==> config.mk <==
export PLATFORM = sky130hd
export DESIGN_NAME = buffer_ctrl
export DESIGN_NICKNAME = d
export VERILOG_FILES = /design/src/rtl/buffer_ctrl.sv
export SDC_FILE = /design/constraint.sdc
export NUM_CORES = 1
export LEC_CHECK = 0
export ABC_AREA = 1
export BUFFER_PORTS_ARGS = -buffer_cell sky130_fd_sc_hd__buf_2
export CORE_AREA = 3 3 40 42
export CTS_CLUSTER_DIAMETER = 200
export DETAILED_ROUTE_END_ITERATION = 10
export DIE_AREA = 0 0 43 45
export GPL_ROUTABILITY_DRIVEN = 0
export PLACE_DENSITY_LB_ADDON = 0.25
export SKIP_LAST_GASP = 1
export SLEW_MARGIN = 20
export SYNTH_ARGS = -nofsm -noshare
export SYNTH_HDL_FRONTEND = slang
export SYNTH_SLANG_ARGS = --single-unit
export TNS_END_PERCENT = 30
==> constraint.sdc <==
create_clock -name clk -period 2.8 [get_ports clk]
set_clock_uncertainty 0.05 [all_clocks]
set_input_delay 0.14 -clock clk [delete_from_list [all_inputs] [get_ports clk]]
set_output_delay 0.14 -clock clk [all_outputs]
set_load 0.1 [all_outputs]
==> src/rtl/buffer_ctrl.sv <==
// Pointer/occupancy controller for a parallel Buffer: PAR_WRITE-wide pushes, PAR_READ-wide read window, POP retire.
// Latency: wen/waddr combinational; window advances one cycle after an accepted push or pop.
// Backpressure: wready drops when fewer than PAR_WRITE free slots; rvalid needs PAR_READ occupied. Macro BUFFER_CTRL_ERR_EN enables sticky err.
module buffer_ctrl #(
    parameter int MEM_SIZE    = 4,
    parameter int PAR_WRITE   = 2,
    parameter int PAR_READ    = 3,
    parameter int POP         = 1,
    parameter int ADDRES_SIZE = $clog2(MEM_SIZE),
    parameter int CNT_SIZE    = $clog2(MEM_SIZE + 1)
) (
    input  logic                   clk,
    input  logic                   rst_n,
    input  logic                   wvalid,
    output logic                   wready,
    output logic                   wen,
    output logic [ADDRES_SIZE-1:0] waddr,
    input  logic                   rready,
    output logic                   rvalid,
    output logic [ADDRES_SIZE-1:0] raddr,
    output logic [CNT_SIZE-1:0]    count,
    output logic                   full,
    output logic                   empty,
    output logic                   err
);

    localparam logic [CNT_SIZE-1:0]    C_MEM  = CNT_SIZE'(MEM_SIZE);
    localparam logic [CNT_SIZE-1:0]    C_ROOM = CNT_SIZE'(MEM_SIZE - PAR_WRITE);
    localparam logic [CNT_SIZE-1:0]    C_RD   = CNT_SIZE'(PAR_READ);
    localparam logic [CNT_SIZE-1:0]    C_PW   = CNT_SIZE'(PAR_WRITE);
    localparam logic [CNT_SIZE-1:0]    C_POP  = CNT_SIZE'(POP);
    localparam logic [ADDRES_SIZE:0]   P_MEM  = (ADDRES_SIZE+1)'(MEM_SIZE);
    localparam logic [ADDRES_SIZE:0]   P_PW   = (ADDRES_SIZE+1)'(PAR_WRITE);
    localparam logic [ADDRES_SIZE:0]   P_POP  = (ADDRES_SIZE+1)'(POP);

    logic [ADDRES_SIZE-1:0] wptr, rptr, wptr_nxt, rptr_nxt;
    logic [CNT_SIZE-1:0]    cnt, cnt_nxt;
    logic                   push, pop;

    // Modulo add without a divider: the sum stays below 2*MEM_SIZE, so one subtract suffices.
    function automatic logic [ADDRES_SIZE-1:0] wrap_add(input logic [ADDRES_SIZE-1:0] p,
                                                        input logic [ADDRES_SIZE:0]   inc);
        logic [ADDRES_SIZE:0] s;
        s = {1'b0, p} + inc;
        if (s >= P_MEM) s = s - P_MEM;
        return s[ADDRES_SIZE-1:0];
    endfunction

    assign wready = (cnt <= C_ROOM);
    assign rvalid = (cnt >= C_RD);
    assign full   = (cnt == C_MEM);
    assign empty  = (cnt == '0);
    assign push   = wvalid & wready;
    assign pop    = rready & rvalid;
    assign wen    = push;
    assign waddr  = wptr;
    assign raddr  = rptr;
    assign count  = cnt;

    always_comb begin
        wptr_nxt = wptr;
        rptr_nxt = rptr;
        cnt_nxt  = cnt;
        if (push) begin
            wptr_nxt = wrap_add(wptr, P_PW);
            cnt_nxt  = cnt_nxt + C_PW;
        end
        if (pop) begin
            rptr_nxt = wrap_add(rptr, P_POP);
            cnt_nxt  = cnt_nxt - C_POP;
        end
    end

    always_ff @(posedge clk or negedge rst_n) begin
        if (!rst_n) begin
            wptr <= '0;
            rptr <= '0;
            cnt  <= '0;
        end else begin
            wptr <= wptr_nxt;
            rptr <= rptr_nxt;
            cnt  <= cnt_nxt;
        end
    end

`ifdef BUFFER_CTRL_ERR_EN
    always_ff @(posedge clk or negedge rst_n) begin
        if (!rst_n) err <= 1'b0;
        else if ((wvalid & ~wready) | (rready & ~rvalid)) err <= 1'b1;
    end
`else
    assign err = 1'b0;
`endif

endmodule
==> flow_summary_export.csv, run 1 <==
group,metric,value,unit
yosys,synth.area.mux_share,0,%
timing,rsz0062_at_grt,"no",
routing,first_iter_violations,3,
cts,cts_resized,0,
grt,grtUsageTotal,9.30,%
critical_path,path_common_cell,"inv_1",
layout,final_core_util,40.3,%
critical_path,critPathLaunch,"count[2]",
yosys,synth_compound_area_share,3.76,%
cts,clk_pin_slew_worst_paths,50,ps
timing,period_share,65.0,%
hold_path,min_path_type,"primary input to register",
cts,cts.sinks,6,
cts,clk_latency,240,ps
grt,antenna_found_initial,0,
yosys,synth_xor_area_share,6.58,%
yosys,synth_seq_cells,6,
layout,num_antenna_cells,0,
floorplan,dieHeight,45,um
yosys,synth_area,399,um2
hold_path,worstHoldStart,"rready",
timing,drv_slew,0,
cts,cts_tree,"yes",
timing,hold_viol_final,0,
cts,root_buffer,"clkbuf_4",
critical_path,r2r-end,"count[1]",
yosys,synth_top_family_by_area,"simple AND/OR/NAND/NOR gates",
timing,min_period,1820,ps
routing,routed_via_density,4.27,
critical_path,start_kind,"register",
critical_path,path_buf_inv,3,
floorplan,rows,13,
yosys,synthSimpleGateAreaFrac,30.4,%
hold_path,whs_endpoint,"raddr[0]",
layout,fillCellCount,139,
routing,drt-met1-wl,320,um
layout,drive_gt1_share,32.8,%
floorplan,die-width,43,um
yosys,yosys.cell_types.count,17,
placed_design,post-dp-hpwl,611,um
cts,clockBufferDepth,2,
outcome,status,"completed",
yosys,synthCells,50,
critical_path,critPathKind,"register to primary output",
grt,grt_overflow,0,
routing,met3_length,50,um
floorplan,io_pins,17,
critical_path,worstPathArrival,1630,ps
critical_path,worstReg2RegStart,"count[1]",
timing,fin_setup_tns,0,ps
critical_path,crit_chain,"inv_1 > ha_1 > inv_1 > a21oi_2 > buf_2",
routing,dr.pass1.iters,2,
timing,setup_viol,0,
yosys,synth_fa_ha_area_share,9.40,%
timing,fmax,550,MHz
critical_path,critPathSlowestCell,"buf_2",
run,cap_violations,0,
routing,ant_nets,0,
cts,htreeDepth,1,
grt,grt_pass1_vias,328,
routing,routed_wl,784,um
routing,routed-via-count,350,
hold_path,hold_depth,3,
grt,grt_max_degree,9,
critical_path,critPathMaxFanout,5,
floorplan,initial_core_util,31.1,%
yosys,yosysSeqAreaShare,37.6,%
routing,maxUsedRoutingLayer,"met3",
yosys,ys_warn_count,0,
layout,area_growth,29.8,%
critical_path,cp.required,2610,ps
routing,wl_per_cell,9.56,um
floorplan,die_area,0.00194,mm2
yosys,syn_area_per_cell,7.98,um2
critical_path,r2r_cells,10,
routing,drc,0,
critical_path,critPathTopFamily,"buffers and inverters",
floorplan,coreArea,0.00128,mm2
placed_design,io_buffers,14,
critical_path,cp_slowest_stage_delay,440,ps
grt,grt_pass1_wl,1350,um
critical_path,worst-path-stages,5,
critical_path,ff2ff_setup_slack,1000,ps
routing,wl_met2,414,um
layout,nets,76,
critical_path,cp-end-kind,"primary output",
cts,cts_made_buffers,3,
-- cell families (layout without fill, tap and decap cells) --
logic type | Yosys count | after routing
AND/OR/NAND/NOR | 24 | 24
buffers and inverters | 10 | 26
flip-flops | 6 | 6
adder cells (fa/ha/maj) | 3 | 3
AO/OA/AOI/OAI | 3 | 3
XOR/XNOR | 3 | 3
other | 1 | 2
-- area by class of cell --
class                      count  area, um2  area share [%]
multi-input combinational     35        216            41.8
timing repair buffer          15       80.1            15.5
sequential                     6        150            29.0
inverter                       8       30.0            5.80
tap                           15       18.8            3.62
clock buffer                   3       22.5            4.35
-- worst max-delay path by stage --
stage,to
after floorplan,empty
after global placement,count[1]
after detailed placement,count[1]
after CTS,wen
after global routing,count[2]
final,wen
-- registers in the layout, summed over array words and instances, names as in the netlist --
signal and flops:
waddr 1, count 3, raddr 2
-- cells in the mapped netlist --
library cell	number	area (um2)
buf_4	2	15.0
nor2_1	2	7.51
inv_1	8	30.0
xnor2_1	1	8.76
nand2_4	1	11.3
nor3_1	2	10.0
nand2_1	12	45.0
a21oi_1	2	10.0
nand3_2	1	10.0
conb_1	1	3.75
dfrtp_1	6	150
nor2_4	1	11.3
ha_1	3	37.5
or2_0	1	6.26
nand3_1	4	20.0
o21ai_0	1	5.00
xor2_1	2	17.5
-- tightest hold or removal path, stage by stage --
cell     delay (ps)
buf_2           120
a21oi_1          70
nor2_1           80
-- through the flow --
stage          instances  worst slack (ps)  hold WS, ps  area (um2)
6_report              82               981          163         518
5_1_grt               82               808          177         518
4_1_cts               82               966          156         518
3_5_place_dp          78              1000        -82.6         485
3_3_place_gp          78              1020        -82.9         485
2_1_floorplan         51              -396         -206         412
-- per-layer routing --
| layer | GRT usage [%] | vias up |
|---|---|---|
| met5 | 0 | - |
| met2 | 17.1 | 10 |
| li1 | - | 185 |
| met4 | 3.61 | 0 |
| met1 | 10.1 | 155 |
| met3 | 2.79 | 0 |
-- cells in the final DEF (no fill, tap or decap), types with 2 or more instances in the layout --
| cell type | n |
|---|---|
| nand3_1 | 4 |
| dfrtp_1 | 6 |
| conb_1 | 2 |
| nand2_1 | 12 |
| clkbuf_4 | 3 |
| xor2_1 | 2 |
| inv_1 | 8 |
| nor2_1 | 2 |
| ha_1 | 3 |
| buf_2 | 14 |
-- timing repair --
| item | in CTS | in global routing |
|---|---|---|
| buffers inserted | 0 | 0 |
| hold endpoints to repair | 6 | 0 |
| setup endpoints to repair | 0 | 0 |
| hold buffers | 1 | 0 |
Power of run 1 is not shown: default switching activity piles up to over one toggle a cycle in this logic, so the estimate is an artifact.
==> run 2, diff against run 1 <==
Settings changed: ABC_AREA 1 to 0.
Clock period 2.8 ns to 1.6 ns, I/O delays scaled along.
==> run 2 against run 1 <==
The run now ends with setup timing left. Via count grew 1.4%. Routed wire length up 7.3%. Worst hold slack got worse by 39 ps. First-iteration DRC count is 33% lower. Highest routed layer unchanged. Synthesized area shrank 4.1%. Final cell count fell by 1.2%.
==> flow_summary_export.csv, run 2 <==
group,metric,value,unit
timing,setup_ws,-4.78,ps
grt,grt_pass1_vias,340,
yosys,synthSimpleGateAreaFrac,10.1,%
critical_path,cp_slowest_stage_delay,430,ps
cts,clk_latency,250,ps
yosys,ys_warn_count,0,
yosys,synth_seq_cells,6,
cts,htreeDepth,1,
floorplan,initial_core_util,29.8,%
routing,drc,0,
floorplan,io_pins,17,
layout,largest_reg_flops,3,
floorplan,rows,13,
critical_path,critPathTopFamily,"flip-flops",
critical_path,cp-end-kind,"primary output",
floorplan,dieHeight,45,um
routing,routed-via-count,355,
routing,dr.pass1.iters,4,
yosys,netlist_top_cells_area,"dfrtp_1, ha_1, xor2_1",
yosys,yosys.cell_types.count,20,
grt,grt_max_degree,10,
yosys,synthFlopType,"dfrtp_1",
placed_design,io_buffers,14,
timing,fin_worst_hold_slack,124,ps
yosys,synth.area.mux_share,2.61,%
timing,fmax,623,MHz
routing,ant_nets,0,
yosys,synth_common_cells,"dfrtp_1, nand2_1, ha_1, xor2_1",
critical_path,worst-path-stages,5,
routing,first_iter_violations,2,
critical_path,critPathSlowestCell,"dfrtp_4",
yosys,yosysTopAreaCell,"dfrtp_1",
layout,final_core_util,55.8,%
grt,antenna_found_initial,0,
timing,fin_setup_tns,-4.78,ps
yosys,yosysSeqAreaShare,39.2,%
grt,grtUsageTotal,9.90,%
grt,grt_pass1_wl,1370,um
critical_path,worstPathArrival,1470,ps
cts,cts_tree,"yes",
timing,setup_viol,1,
cts,cts.sinks,6,
critical_path,cp.required,1470,ps
critical_path,r2r_cells,7,
cts,root_buffer,"clkbuf_4",
outcome,violations,"setup timing",
floorplan,die-width,43,um
layout,nets,74,
critical_path,crit_chain,"clkinvlp_4 > ha_4 > a21o_4 > and2_4 > buf_12",
run,cap_violations,0,
routing,routed_wl,841,um
cts,clockBufferDepth,2,
yosys,synth_top_area_share,39.2,%
cts,cts_made_buffers,3,
critical_path,ff2ff_setup_slack,20,ps
yosys,synth_compound_area_share,16.0,%
timing,min_period,1600,ps
timing,period_share,100,%
routing,routed_via_density,4.38,
critical_path,critPathMaxFanout,4,
layout,layout_commonest_cell,"buf_4",
yosys,synth_fa_ha_area_share,9.80,%
placed_design,place_area,627,um2
layout,area_growth,87.3,%
grt,grt_overflow,0,
placed_design,post-dp-hpwl,658,um
critical_path,critPathLaunch,"count[2]",
layout,num_antenna_cells,0,
yosys,async_reset_ff_share,100,%
yosys,synthCells,38,
yosys,synth_area,383,um2
yosys,synth_xor_area_share,11.4,%
yosys,synth_edf_count,0,
yosys,syn_area_per_cell,10.1,um2
hold_path,min_path_type,"primary input to asynchronous set/reset pin",
cts,clk_pin_slew_worst_paths,50,ps
timing,drv_slew,0,
timing,hold_viol_final,0,
layout,design_area,717,um2
outcome,status,"finished, violations left",
critical_path,start_kind,"register",
layout,drive_gt1_share,65.2,%
yosys,yosysMostFrequentCell,"dfrtp_1",
critical_path,critPathKind,"register to primary output",
layout,layout_common_cells,"buf_4, buf_2, buf_12",
routing,wl_per_cell,10.4,um
critical_path,path_buf_inv,2,
floorplan,die_area,0.00194,mm2
critical_path,worstReg2RegStart,"count[2]",
yosys,synth_top_family_by_area,"compound AO/OA/AOI/OAI gates",
timing,rsz0062_at_grt,"yes",
floorplan,coreArea,0.00128,mm2
## run 2: final timing paths
check,endpoint
max,wen
min,waddr[1]
max reg2reg,count[2]
min reg2reg,waddr[1]
max in group asynchronous,count[1]
min in group clk,count[2]
## run 2: cell type report
cell class / instances / area (um2)
tap: 15 / 18.8
inverter: 3 / 15.0
sequential: 6 / 159
timing repair buffer: 26 / 245
fill: 119 / 568
clock buffer: 4 / 26.3
multi-input combinational: 27 / 253
## run 2: cell families (layout without fill, tap and decap cells)
kind of cell | count (synthesis) | in the layout
AO/OA/AOI/OAI | 7 | 7
XOR/XNOR | 5 | 5
adder cells (fa/ha/maj) | 3 | 3
buffers and inverters | 6 | 33
flip-flops | 6 | 6
multiplexers | 1 | 1
other | 1 | 2
AND/OR/NAND/NOR | 9 | 9
## run 2: timing repair
action	CTS	global route
setup endpoints to repair	3	7
hold endpoints to repair	6	0
resized for setup	1	5
hold buffers	1	0
pin swaps	2	3
buffers inserted	3	2
## run 2: layer usage
layer  up-vias  wire (um)  GRT usage (%)
li1        177          -              -
met1       167        342           10.1
met2        11        446           17.7
met3         0         53           2.39
met4         0          0           7.23
met5         -          0              0
## run 2: through the flow
step / worst slack, ps / cells
CTS: -31.6 / 79
detailed placement: 12.0 / 71
finish: -4.78 / 81
floorplan: -477 / 39
global placement: 60.4 / 71
global route: -73.5 / 81
Power of run 2 is left out for the same reason.
